==> config.mk <==
export PLATFORM = sky130hd
export DESIGN_NAME = instruction_fetch_queue
export DESIGN_NICKNAME = d
export VERILOG_FILES = /design/src/rtl/instruction_fetch_queue.sv
export SDC_FILE = /design/constraint.sdc
export NUM_CORES = 1
export LEC_CHECK = 0
export CORE_MARGIN = 2
export CORE_UTILIZATION = 30
export CTS_BUF_LIST = sky130_fd_sc_hd__clkbuf_8
export DETAILED_ROUTE_END_ITERATION = 16
export GPL_TIMING_DRIVEN = 0
export SLEW_MARGIN = 30
export SYNTH_ARGS = -nofsm -noshare
export SYNTH_HDL_FRONTEND = slang
export SYNTH_SLANG_ARGS = --single-unit
==> constraint.sdc <==
create_clock -name clk -period 10 [get_ports clk]
set_input_delay 3 -clock clk [delete_from_list [all_inputs] [get_ports clk]]
set_output_delay 3 -clock clk [all_outputs]
set_load 0.01 [all_outputs]
==> src/rtl/instruction_fetch_queue.sv <==
// Fetch stage with a DEPTH-entry prefetch queue of (instr, pc) pairs, valid/ready to decode.
// Optional combinational response bypass into an empty queue: define IFQ_BYPASS_EN.
module instruction_fetch_queue #(
  parameter int                    ADDR_WIDTH  = 32,
  parameter int                    INSTR_WIDTH = 32,
  parameter int                    DEPTH       = 4,
  parameter logic [ADDR_WIDTH-1:0] RESET_PC    = '0,
  parameter int                    PC_STEP     = 4
) (
  input  logic                   clk,
  input  logic                   reset,
  output logic                   imem_req,
  output logic [ADDR_WIDTH-1:0]  imem_addr,
  input  logic                   imem_rvalid,
  input  logic [INSTR_WIDTH-1:0] imem_rdata,
  input  logic                   branch_taken,
  input  logic [ADDR_WIDTH-1:0]  branch_pc,
  input  logic                   jump,
  input  logic [ADDR_WIDTH-1:0]  jump_pc,
  output logic                   instr_valid,
  input  logic                   instr_ready,
  output logic [INSTR_WIDTH-1:0] instr_out,
  output logic [ADDR_WIDTH-1:0]  pc_out,
  output logic [ADDR_WIDTH-1:0]  pc4_out
);

  localparam int                    PW      = (DEPTH > 1) ? $clog2(DEPTH) : 1;
  localparam int                    CW      = $clog2(DEPTH + 1);
  localparam logic [CW:0]           DEPTH_L = (CW + 1)'(DEPTH);
  localparam logic [ADDR_WIDTH-1:0] STEP    = ADDR_WIDTH'(PC_STEP);

  logic [ADDR_WIDTH-1:0]  fetch_pc;
  logic [ADDR_WIDTH-1:0]  inflight_pc;
  logic                   inflight;
  logic [INSTR_WIDTH-1:0] instr_mem [DEPTH];
  logic [ADDR_WIDTH-1:0]  pc_mem    [DEPTH];
  logic [PW-1:0]          rd_ptr;
  logic [PW-1:0]          wr_ptr;
  logic [CW-1:0]          count;

  logic                   redirect;
  logic [ADDR_WIDTH-1:0]  target;
  logic [CW:0]            occupancy;
  logic                   head_valid;
  logic                   resp_ok;
  logic                   bypass;
  logic                   enq;
  logic                   deq;
  logic [INSTR_WIDTH-1:0] head_instr;
  logic [ADDR_WIDTH-1:0]  head_pc;

  always_comb begin
    redirect  = branch_taken | jump;
    target    = branch_taken ? branch_pc : jump_pc;
    // The in-flight word counts against capacity so its response always has a slot.
    occupancy = {1'b0, count} + {{CW{1'b0}}, inflight};
    imem_req  = reset && !redirect && (occupancy < DEPTH_L);
    imem_addr = fetch_pc;

    head_valid = (count != '0);
    resp_ok    = imem_rvalid && inflight && !redirect;
`ifdef IFQ_BYPASS_EN
    bypass     = reset && !head_valid && resp_ok && instr_ready;
`else
    bypass     = 1'b0;
`endif
    enq         = resp_ok && !bypass;
    instr_valid = reset && !redirect && (head_valid || bypass);
    deq         = instr_valid && instr_ready && head_valid;

    head_instr = head_valid ? instr_mem[rd_ptr] : '0;
    head_pc    = head_valid ? pc_mem[rd_ptr]    : '0;
    instr_out  = bypass ? imem_rdata  : head_instr;
    pc_out     = bypass ? inflight_pc : head_pc;
    pc4_out    = (head_valid || bypass) ? (pc_out + STEP) : '0;
  end

  always_ff @(posedge clk) begin
    if (!reset) begin
      fetch_pc    <= RESET_PC;
      inflight    <= 1'b0;
      inflight_pc <= '0;
      rd_ptr      <= '0;
      wr_ptr      <= '0;
      count       <= '0;
      for (int i = 0; i < DEPTH; i++) begin
        instr_mem[i] <= '0;
        pc_mem[i]    <= '0;
      end
    end else if (redirect) begin
      // Flush wins over any response landing this cycle.
      fetch_pc <= target;
      inflight <= 1'b0;
      rd_ptr   <= '0;
      wr_ptr   <= '0;
      count    <= '0;
    end else begin
      if (imem_req) begin
        inflight    <= 1'b1;
        inflight_pc <= fetch_pc;
        fetch_pc    <= fetch_pc + STEP;
      end else begin
        inflight <= 1'b0;
      end

      if (enq) begin
        instr_mem[wr_ptr] <= imem_rdata;
        pc_mem[wr_ptr]    <= inflight_pc;
        wr_ptr            <= wr_ptr + PW'(1);
      end

      if (deq) begin
        rd_ptr <= rd_ptr + PW'(1);
      end

      case ({enq, deq})
        2'b10:   count <= count + CW'(1);
        2'b01:   count <= count - CW'(1);
        default: count <= count;
      endcase
    end
  end

endmodule
==> flow_summary.ini, run 1 <==
[run_status]
run_status = finished clean

[placed_design]
dp_hpwl_mm = 36.7
dp_cells = 2294
place_congestion = 0.893
portBuffers = 230

[route]
post_drt_wl_per_cell_um = 20.6
route.detailed.drc = 0
dr.pass1.iters = 5
drt-total-wl_mm = 49.3
drtIter0Drc = 877
ant_nets = 0
avgViaCountPerCell = 4.86
vias = 11600

[floorplan]
core_area_um2 = 51100
start_util_pct = 30.2
die_y_um = 231
die_area_um2 = 53300
rows = 83
die_x_um = 231
io_pins = 232

[power_and_ir_drop]
combPwrFrac_pct = 6.9
max-vdd-ir-drop_uv = 94.3
powerDensity_nw_per_um2 = 146
power_mw = 2.95
sw_frac_of_total_pct = 23.3
clock_power_share_pct = 40.6
pwr-share-seq_pct = 52.5
power_leakage_nw = 7.40
p_switching_uw = 686
power.internal_mw = 2.26

[synth]
synth_nets = 1473
syn_inst = 1367
synth_area_um2 = 15400
ys.warnings.count = 0
seq_area_frac_synth_pct = 59.4
yosysUniqueCellTypes = 60
async_flop_share_pct = 0
yosys-top-cells-area = edfxtp_1, dfxtp_1, mux4_2, nor2_1, nand2_1
syn_area_per_cell_um2 = 11.3
synth-main-ff-cell = edfxtp_1
synth_edf_count = 256
synth_largest_area_cell = edfxtp_1
synth_seq_cells = 330
synth_top_area_share_pct = 49.8

[global_routing]
grt_max_degree = 18
antenna_found_initial = 3
grt_use_total_pct = 18.3
grt_remaining_overflow = 0
grt_pass1_vias = 11700
grt_pass1_wl_mm = 73.0

[layout]
seq_area_um2 = 9170
synthToLayoutAreaGrowth_pct = 30.8
multiInputGateArea_um2 = 5630
final_cells = 2394
drive_gt1_share_pct = 11.4
diodes = 0
n_fill_cell = 5032
nets = 1780
mostFrequentLayoutCells = nor2_1, edfxtp_1, clkdlybuf4s50_1, nand2_1, inv_1

[critical_path]
critPathKind = input pin to output port
start_kind = input pin
crit_path_max_fanout = 10
worstPathArrival_ps = 5420
crit_required_ps = 7000
end_kind = output port

[clock_network]
root_buffer = clkbuf_8
clkSinkCount = 330
tritoncts = yes
clk_latency_ps = 630
numCtsBuffers = 58
cts_resized = 0
hold_buffers = 0
h-tree-depth = 2
postCtsSetupBuffers = 0
ctsLongestPathBuffers = 3
path_clk_slew_ps = 50

[sta]
timing_hold_violations_final = 0
fmax_mhz = 119
rsz0062_at_grt = no
tightestPinTransition_ps = 996
fin_crit_ps = 8420
finalCritPeriodShare_pct = 84.2
slew_viol_final = 0
timing.slew.headroom_pct = 33.6
setup_viol = 0
fin_skew_ps = 24.7

[min_path]
hp-class = flip-flop to flip-flop

[run]
drv_cap = 0
==> per-stage QoR <==
step / utilization (%) / setup WS [ps] / TNS [ps] / hold WS, ps / area, um2
floorplan: - / 1150 / 0 / 437 / 15400
global route: 39.5 / 1310 / 0 / 486 / 20200
CTS: 39.5 / 1530 / 0 / 459 / 20200
detailed placement: 37.3 / 1560 / 0 / 451 / 19100
finish: 39.5 / 1580 / 0 / 457 / 20200
global placement: 36.4 / -3540 / -880680 / 448 / 18600
==> critical path, stage by stage <==
cell and delay (ps):
clkdlybuf4s50_1 640, nand3_1 430, inv_1 350, buf_1 350, clkdlybuf4s50_1 640
==> synth_stat cells, types with 2 or more instances <==
| master | count |
|---|---|
| nor2b_1 | 3 |
| buf_6 | 3 |
| and3_1 | 8 |
| nand3b_1 | 2 |
| ha_1 | 3 |
| o22ai_1 | 5 |
| nor2_1 | 257 |
| clkbuf_1 | 64 |
| xnor2_1 | 16 |
| o211ai_1 | 5 |
| nand3_1 | 27 |
| a211oi_1 | 5 |
| o31ai_1 | 3 |
| buf_4 | 3 |
| a21oi_1 | 71 |
| nand4_1 | 10 |
| or2_2 | 2 |
| or4_1 | 2 |
| inv_1 | 85 |
| dfxtp_1 | 74 |
| buf_2 | 6 |
| or3_1 | 4 |
| a22oi_1 | 7 |
| nor3_1 | 13 |
| mux4_2 | 63 |
| buf_1 | 5 |
| xor2_1 | 24 |
| o21ai_0 | 26 |
| nand2_1 | 186 |
| o221ai_1 | 4 |
| mux2i_1 | 10 |
| and4_1 | 9 |
| mux2_1 | 7 |
| mux4_1 | 2 |
| nand2b_1 | 5 |
| edfxtp_1 | 256 |
| and2_1 | 65 |
| nor3_2 | 5 |
==> power by group through the flow <==
stage          Clock, mW  Sequential [mW]  Combinational [mW]
6_report            1.20             1.55               0.202
5_1_grt             1.28             1.55               0.217
4_1_cts             1.22             1.55               0.204
3_5_place_dp           0             1.58               0.202
3_3_place_gp           0             1.59               0.179
2_1_floorplan          0             1.58              0.0788
==> final timing paths <==
kind                                                   from                     endpoint  slack [ps]  cells past startpoint
worst max-delay path                                  reset                     imem_req        1580                      5
worst min-delay path            inflight_pc[9]$_SDFFE_PN0P_  inflight_pc[9]$_SDFFE_PN0P_         460                      2
worst min register to register  inflight_pc[9]$_SDFFE_PN0P_  inflight_pc[9]$_SDFFE_PN0P_         460                      2
worst max register to register        count[0]$_SDFFE_PP0P_        count[2]$_SDFFE_PP0P_        7310                      9
==> per-layer routing <==
layer	track usage [%]	up-vias	part of all wire [%]
met5	0	-	0.051
met4	4.92	4	2.0
met3	5.90	68	11
met2	29.2	545	45
met1	23.9	5608	42
li1	-	5406	-
==> cells by family (layout without fill, tap and decap cells) <==
group           after synthesis  after routing  synth area share [%]
fa+ha+maj                     4              4                 0.373
flops                       330            330                  59.4
buf+inv                     167            514                  4.43
compound gates              134            134                  5.01
simple gates                608            608                  17.6
xor+xnor                     40             40                  2.27
mux                          84             84                  10.9
==> registers in the layout (all words and copies together), names as in the netlist, named ones only <==
signal and flops:
instr_mem 128, pc_mem 128, imem_addr 32, inflight_pc 32, count 3, rd_ptr 2, wr_ptr 2, inflight 1
==> final cells by class <==
type / instances / area share, %
flip-flops and latches: 330 / 45.4
multi-input cells: 870 / 27.9
repair buffers: 247 / 13.6
clock buffers: 68 / 4.64
well taps: 680 / 4.21
plain buffers: 82 / 1.81
inverters: 85 / 1.58
clock inverters: 32 / 0.824
(Power assumes the default switching activity.)
==> inputs of run 2 (changes only) <==
==> constraint.sdc (replaced) <==
create_clock -name clk -period 7.2 [get_ports clk]
set_input_delay 2.16 -clock clk [delete_from_list [all_inputs] [get_ports clk]]
set_output_delay 2.16 -clock clk [all_outputs]
set_load 0.01 [all_outputs]
==> run 2 against run 1 <==
Die area unchanged; sequential power increased by 39%; sequential cell count unchanged; critical endpoint is now instr_valid.
==> flow_summary.ini, run 2 (synthesized netlist as in run 1, its figures left out) <==
[clock_network]
ctsLongestPathBuffers = 3
h-tree-depth = 2
root_buffer = clkbuf_8
tritoncts = yes
clkSinkCount = 330
path_clk_slew_ps = 60
numCtsBuffers = 57
clk_latency_ps = 670

[global_routing]
grt_remaining_overflow = 0
grt_max_degree = 18
grt_pass1_vias = 11800
grt_pass1_wl_mm = 72.2
grt_use_total_pct = 18.1
antenna_found_initial = 1

[layout]
diodes = 0
nets = 1777
utilization_pct = 39.4
n_fill_cell = 5021
top_regs = instr_mem (128), pc_mem (128)
synthToLayoutAreaGrowth_pct = 30.6
drive_gt1_share_pct = 11.1
final_cells = 2396
mostFrequentLayoutCells = nor2_1, edfxtp_1, clkdlybuf4s50_1, nand2_1, inv_1

[critical_path]
worstPathArrival_ps = 4740
r2r-start = count[0]$_SDFFE_PP0P_
rr_worst_depth = 9
critPathKind = input pin to output port
end_kind = output port
crit_path_max_fanout = 10
r2r-end = count[2]$_SDFFE_PP0P_
start_kind = input pin
crit_required_ps = 5040
ff2ff_setup_slack_ps = 4540

[sta]
timing.slew.headroom_pct = 33.4
fmax_mhz = 145
setup_viol = 0
rsz0062_at_grt = no
timing.hold.ws_ps = 458
finalCritPeriodShare_pct = 95.8
slew_viol_final = 0
fin_skew_ps = 52.4
tightestPinTransition_ps = 999
setup_slack_ps = 302
fin_crit_ps = 6900
timing_hold_violations_final = 0

[route]
avgViaCountPerCell = 4.86
routedLengthMet1_mm = 20.0
drtIter0Drc = 981
wl_met3_mm = 4.96
route.detailed.drc = 0
ant_nets = 0
vias = 11600
top_layer_used = met5
dr.pass1.iters = 7
post_drt_wl_per_cell_um = 20.2
wl_met2_mm = 22.5
drt-total-wl_mm = 48.4

[min_path]
worstHoldPathCells = 2
holdPathEnd = inflight_pc[7]$_SDFFE_PN0P_
min-delay-start = inflight_pc[7]$_SDFFE_PN0P_
hp-class = flip-flop to flip-flop

[power_and_ir_drop]
powerDensity_nw_per_um2 = 202
max-vdd-ir-drop_uv = 134
power_leakage_nw = 7.40

[floorplan]
die_x_um = 231
core_area_um2 = 51100
die_y_um = 231
rows = 83
start_util_pct = 30.2
die_area_um2 = 53300
io_pins = 232

[placed_design]
dp_hpwl_mm = 35.7
place_congestion = 0.874
place_ws_ps = 26.6
portBuffers = 230
dp_cells = 2293

[run_status]
run_status = finished clean

[run]
drv_cap = 0
-- run 2: where the power goes --
part	total [mW]	internal (mW)	switching [mW]	leakage (nW)
combinational	0.278	0.142	0.136	3.51
clock	1.64	0.854	0.782	0.617
sequential	2.15	2.11	0.0407	3.28
-- run 2: what timing repair did --
action | 4_1_cts | 5_1_grt
gates resized for setup | 4 | 0
setup endpoints to repair | 11 | 0
hold endpoints to repair | 0 | 0
buffers inserted | 0 | 0
hold buffers | 0 | 0
-- run 2: final cells by class --
| cell class | instances | area, um2 | area share [%] |
|---|---|---|---|
| Clock buffer | 61 | 840 | 4.17 |
| Buffer | 81 | 367 | 1.82 |
| Tap cell | 680 | 851 | 4.22 |
| Clock inverter | 43 | 240 | 1.19 |
| Multi-Input combinational cell | 870 | 5640 | 28.0 |
| Timing Repair Buffer | 246 | 2730 | 13.5 |
| Inverter | 85 | 319 | 1.58 |
| Sequential cell | 330 | 9170 | 45.5 |
-- run 2: worst max-delay path, stage by stage --
cell and delay, ps:
clkdlybuf4s50_1 500, nor2_1 160, clkbuf_1 460, nand2_1 240
clkbuf_1 340, nor2_1 230, clkdlybuf4s50_1 640
-- run 2: through the flow --
step	power [mW]	instance area [um2]	TNS (ps)
detailed placement	2.47	19100	0
floorplan	2.30	15400	-154920
CTS	4.11	20200	0
global placement	2.45	18600	-1178230
global route	4.21	20200	0
finish	4.06	20200	0
-- run 2: worst max-delay path by stage --
stage	startpoint	endpoint	slack [ps]	cells past startpoint
2_1_floorplan	jump	instr_mem[0][0]$_SDFFCE_PN0P_	-810	5
3_3_place_gp	branch_taken	instr_mem[0][11]$_SDFFCE_PN0P_	-5450	5
3_5_place_dp	count[0]$_SDFFE_PP0P_	pc4_out[22]	30	13
4_1_cts	count[0]$_SDFFE_PP0P_	pc4_out[22]	250	12
5_1_grt	count[0]$_SDFFE_PP0P_	pc4_out[22]	50	12
6_report	branch_taken	instr_valid	300	7
-- run 2: per-layer routing --
layer	vias to the layer above	global-route usage (%)
li1	5395	-
met1	5626	23.2
met2	535	29.4
met3	76	5.90
met4	2	4.94
met5	-	0
==> inputs of run 3 (changes only) <==
--- a/config.mk
+++ b/config.mk
@@ -5,11 +5,13 @@
 export SDC_FILE = /design/constraint.sdc
 export NUM_CORES = 1
 export LEC_CHECK = 0
+export CAP_MARGIN = 20
 export CORE_MARGIN = 2
-export CORE_UTILIZATION = 30
+export CORE_UTILIZATION = 56
 export CTS_BUF_LIST = sky130_fd_sc_hd__clkbuf_8
 export DETAILED_ROUTE_END_ITERATION = 16
 export GPL_TIMING_DRIVEN = 0
+export PLACE_DENSITY = 0.82
 export SLEW_MARGIN = 30
 export SYNTH_ARGS = -nofsm -noshare
 export SYNTH_HDL_FRONTEND = slang
==> constraint.sdc (replaced) <==
create_clock -name clk -period 6.8 [get_ports clk]
set_input_delay 2.04 -clock clk [delete_from_list [all_inputs] [get_ports clk]]
set_output_delay 2.04 -clock clk [all_outputs]
set_load 0.01 [all_outputs]
==> run 3 against run 2 <==
Count of clock-buffer cells in the layout fell by 2; sequential cell count did not move; sequential power rose by 6%; global-route usage rose by 11 points; die area fell by 46%; largest cell class unchanged.
==> flow_summary.ini, run 3 (synthesized netlist as in run 1, its figures left out) <==
[layout]
diodes = 0
drive_gt1_share_pct = 11.0
top_regs = instr_mem (128), pc_mem (128)
synthToLayoutAreaGrowth_pct = 27.1
mostFrequentLayoutCells = nor2_1, edfxtp_1, clkdlybuf4s50_1, nand2_1, inv_1
final_cells = 2047
nets = 1770

[global_routing]
grt_max_degree = 19
grt_pass1_vias = 11800
grt_remaining_overflow = 0
antenna_found_initial = 0
grt_pass1_wl_mm = 64.6
grt_use_total_pct = 29.2

[sta]
tightestPinTransition_ps = 899
fin_tns_setup_ps = 0
fin_crit_ps = 6440
timing_hold_violations_final = 0
fin_skew_ps = 28.7
setup_viol = 0
finalCritPeriodShare_pct = 94.7
setup_slack_ps = 358
rsz0062_at_grt = no
fmax_mhz = 155
slew_viol_final = 0
timing.slew.headroom_pct = 40.1

[power_and_ir_drop]
combPwrFrac_pct = 6.9
p_switching_uw = 958
power.internal_mw = 3.21
clock_power_share_pct = 38.5
max-vdd-ir-drop_uv = 153
power_mw = 4.17
power_leakage_nw = 7.33
powerDensity_nw_per_um2 = 213
pwr-share-seq_pct = 54.5
sw_frac_of_total_pct = 23.0

[floorplan]
start_util_pct = 57.1
die_area_um2 = 28900
core_area_um2 = 27000
io_pins = 232
die_x_um = 170
rows = 60
die_y_um = 170

[critical_path]
worstPathArrival_ps = 4400
start_kind = input pin
end_kind = output port
critPathKind = input pin to output port
crit_required_ps = 4760
crit_path_max_fanout = 10

[clock_network]
tritoncts = yes
h-tree-depth = 2
postCtsSetupBuffers = 0
hold_buffers = 0
root_buffer = clkbuf_8
numCtsBuffers = 50
clkSinkCount = 330
ctsLongestPathBuffers = 3
clk_latency_ps = 590
path_clk_slew_ps = 60

[route]
vias = 11900
avgViaCountPerCell = 5.79
ant_nets = 0
route.detailed.drc = 0
post_drt_wl_per_cell_um = 20.6
drtIter0Drc = 1138
dr.pass1.iters = 6
drt-total-wl_mm = 42.1

[min_path]
hp-class = flip-flop to flip-flop

[placed_design]
place_ws_ps = 13.6
portBuffers = 230
dp_hpwl_mm = 30.4
place_congestion = 0.894
dp_cells = 1954

[run_status]
run_status = finished clean

[run]
drv_cap = 0
==> run 3: changes by cell type in the layout (fill, tap and decap cells not counted), sizes merged <==
cell and change:
clkinv -4, inv -4, clkbuf -2, bufinv -1, clkinvlp +1
==> run 3: stage by stage <==
step | util (%) | instance area [um2] | hold WS [ps]
2_1_floorplan | - | 15400 | 437
3_3_place_gp | 67.2 | 18200 | 445
3_5_place_dp | 68.8 | 18600 | 449
4_1_cts | 72.5 | 19600 | 459
5_1_grt | 72.6 | 19600 | 472
6_report | 72.6 | 19600 | 457
==> run 3: worst paths after layout <==
check	startpoint	endpoint	slack (ps)	depth (start not counted)
hold reg to reg	inflight_pc[10]$_SDFFE_PN0P_	inflight_pc[10]$_SDFFE_PN0P_	460	2
setup reg to reg	count[0]$_SDFFE_PP0P_	count[2]$_SDFFE_PP0P_	4040	9
hold / removal	inflight_pc[10]$_SDFFE_PN0P_	inflight_pc[10]$_SDFFE_PN0P_	460	2
setup / recovery	branch_taken	instr_valid	360	7
==> run 3: per-layer routing <==
| metal | global-route usage [%] | vias up | wire length (um) |
|---|---|---|---|
| met5 | 0 | - | 0 |
| met4 | 10.1 | 0 | 1150 |
| met3 | 5.26 | 98 | 3800 |
| met2 | 51.1 | 678 | 21500 |
| met1 | 36.8 | 5696 | 15700 |
| li1 | - | 5385 | - |
==> run 3: cell type report <==
class,instances,area [um2]
Clock inverter,35,185
Tap cell,341,427
Buffer,81,368
Multi-Input combinational cell,870,5640
Clock buffer,59,812
Fill cell,1805,7410
Inverter,85,319
Sequential cell,330,9170
Timing Repair Buffer,246,2690
==> run 3: what timing repair did <==
| item | 4_1_cts | 5_1_grt |
|---|---|---|
| endpoints found under the setup margin | 11 | 2 |
| gates resized for setup | 4 | 1 |
| endpoints found under the hold margin | 0 | 0 |
==> run 3: critical path, stage by stage <==
cell and delay, ps:
clkdlybuf4s50_1 470, nor2_1 140, clkbuf_1 420, nand2_1 220, clkbuf_1 320, nor2_1 230, clkdlybuf4s50_1 570
==> run 3: power groups by stage <==
stage / Combinational (mW) / Sequential, mW / Clock (mW)
CTS: 0.288 / 2.27 / 1.62
floorplan: 0.116 / 2.32 / 0
global route: 0.308 / 2.28 / 1.69
detailed placement: 0.287 / 2.32 / 0
finish: 0.290 / 2.27 / 1.61
global placement: 0.254 / 2.33 / 0
==> RTL edit, RTL diff (flow settings as in run 3) <==
Reset style: asynchronous (`reset`), changed in one clocked block.
--- a/src/rtl/instruction_fetch_queue.sv
+++ b/src/rtl/instruction_fetch_queue.sv
@@ -75,7 +75,7 @@
     pc4_out    = (head_valid || bypass) ? (pc_out + STEP) : '0;
   end
 
-  always_ff @(posedge clk) begin
+  always_ff @(posedge clk or negedge reset) begin
     if (!reset) begin
       fetch_pc    <= RESET_PC;
       inflight    <= 1'b0;
Function: differs if reset is asserted again (counterexample within 4 cycles, from zero or initial values and one cycle with reset low); with reset held inactive, the same outputs for 4 cycles.
==> RTL edit against run 3 <==
- routed wire length shrank 4.7%
- final cell count shrank 3.0%
- cell area grew 2.4%
- combinational power grew 90%
- clock skew grew 6.9 ps
- sequential cell count shrank 2
- count of clock-buffer cells in the layout grew 9
- setup slack lost 240 ps
- power grew 6.3%
- area after synthesis grew 4.5%
- critical path type unchanged
- critical endpoint is now imem_req
- largest cell class unchanged
==> RTL edit: results (changes against run 3) <==
qor: cells_and_area.fin_nets 1,669 [-5.7%]
qor: synthesis.synthDistinctLibCells 58 [-3.3%]
qor: critical_path.r2r-end count[2]
qor: power_and_ir_drop.p_leak 9.28 nW [+27%]
qor: outcome.run_status completed
qor: cells_and_area.final_layout_size_suffix_gt1_share 26.2% [+15 points]
qor: cells_and_area.num-fill-cells 2,004 [+11%]
qor: synthesis.netlist_top_cells_area sky130_fd_sc_hd__dfrtp_1 (51%), sky130_fd_sc_hd__mux2_2 (18%), sky130_fd_sc_hd__mux4_2 (6.6%), sky130_fd_sc_hd__nand2_1 (3.2%), sky130_fd_sc_hd__mux4_1 (2.9%)
qor: placed_design.finalWeightedCongestion 0.926 [+3.5%]
qor: synthesis.post_synth_fa_ha_maj_area_fraction 0.543% [+0.17 points]
qor: global_route.gr-usage-all-layers 26.9% [-2.3 points]
qor: global_route.grt_first_pass_wirelength 64,500 um [about the same]
qor: sta.layout_worst_path_cycle_share 98.2% [+3.5 points]
qor: drt.via_count 11.5k [-2.8%]
qor: synthesis.synth_nets 1,383 [-6.1%]
qor: drt.detail_route.first_pass.iterations 5 [-1]
qor: placed_design.io_buffers 231 [+0.43%]
qor: sta.fin_worst_skew 35.6 ps [+6.86 ps]
qor: global_route.grt_max_degree 89 [+70]
qor: synthesis.post_synth_inst_count 1,274 [-6.8%]
qor: synthesis.synth_top_area_share 50.9% [+1.1 points]
qor: power_and_ir_drop.intPower 3.27 mW [+1.7%]
qor: drt.route.detailed.vias_per_inst 5.81 [+0.26%]
qor: clock_tree.cts_made_buffers 53 [+6.0%]
qor: placed_design.dpl_cell_area 19,000 um^2 [+2.2%]
qor: critical_path.rr_worst_depth 11 [+2]
qor: placed_design.post_dp_hpwl 28,800 um [-5.3%]
qor: synthesis.async_reset_ff_share 100% [+100 points]
qor: synthesis.synth-compound-area-share 3.33% [-1.7 points]
qor: synthesis.muxShareOfSynthArea 28.6% [+18 points]
qor: drt.drt-total-wl 40,200 um [-4.7%]
qor: placed_design.place_ws -376 ps [-389 ps]
qor: synthesis.synth_common_cells sky130_fd_sc_hd__dfrtp_1 (328), sky130_fd_sc_hd__mux2_2 (259), sky130_fd_sc_hd__nand2_1 (138)
-- RTL edit: timing repair --
item	CTS	global route
endpoints found under the setup margin	9	9
hold endpoints to repair	0	0
resized for setup	3	2
hold buffers	0	0
cloned	0	0
-- RTL edit: cells by family (layout without fill, tap and decap cells) --
kind of cell / after synthesis / count (layout)
AO/OA/AOI/OAI: 90 / 90
XOR/XNOR: 47 / 47
adder cells (fa/ha/maj): 7 / 7
buffers and inverters: 98 / 425
flip-flops: 328 / 328
multiplexers: 340 / 340
AND/OR/NAND/NOR: 364 / 364
-- RTL edit: worst min-delay path by stage --
stage / from / cells past startpoint / end
after global routing: pc_mem[63] / 1 / pc_mem[63]
after floorplan: pc_mem[68] / 1 / pc_mem[68]
after CTS: pc_mem[80] / 1 / pc_mem[80]
after global placement: pc_mem[28] / 1 / pc_mem[28]
after detailed placement: pc_mem[100] / 1 / pc_mem[100]
final: pc_mem[80] / 1 / pc_mem[80]
-- RTL edit: per-layer routing --
layer / global-route usage, % / vias up / wire length, um
met5: 0 / - / 0
met4: 6.72 / 0 / 743
met3: 4.32 / 65 / 2470
met2: 44.1 / 426 / 19500
met1: 38.2 / 5875 / 17500
li1: - / 5162 / -
-- RTL edit: cell type report --
type / instances / area (um^2) / share of cell area [%]
Inverter: 19 / 75.1 / 0.374
Clock inverter: 28 / 130 / 0.648
Timing Repair Buffer: 234 / 2400 / 12.0
Buffer: 76 / 393 / 1.96
Clock buffer: 68 / 936 / 4.66
Sequential cell: 328 / 8210 / 40.9
Tap cell: 384 / 480 / 2.39
Multi-Input combinational cell: 848 / 7460 / 37.1
-- RTL edit: power groups by stage --
stage          Combinational [mW]  Sequential [mW]  Clock, mW
2_1_floorplan               0.301             2.20          0
3_3_place_gp                0.531             2.23          0
3_5_place_dp                0.550             2.24          0
4_1_cts                     0.554             2.21       1.69
5_1_grt                     0.600             2.23       1.78
6_report                    0.552             2.21       1.67
-- RTL edit: through the flow --
step | utilization, % | hold WS (ps) | TNS, ps | power [mW]
after global routing | 70.3 | 507 | 0 | 4.61
after global placement | 66.3 | 478 | -3999090 | 2.77
final | 70.3 | 496 | 0 | 4.43
after detailed placement | 66.6 | 487 | -376 | 2.79
after floorplan | - | 470 | 0 | 2.50
after CTS | 70.3 | 500 | 0 | 4.45
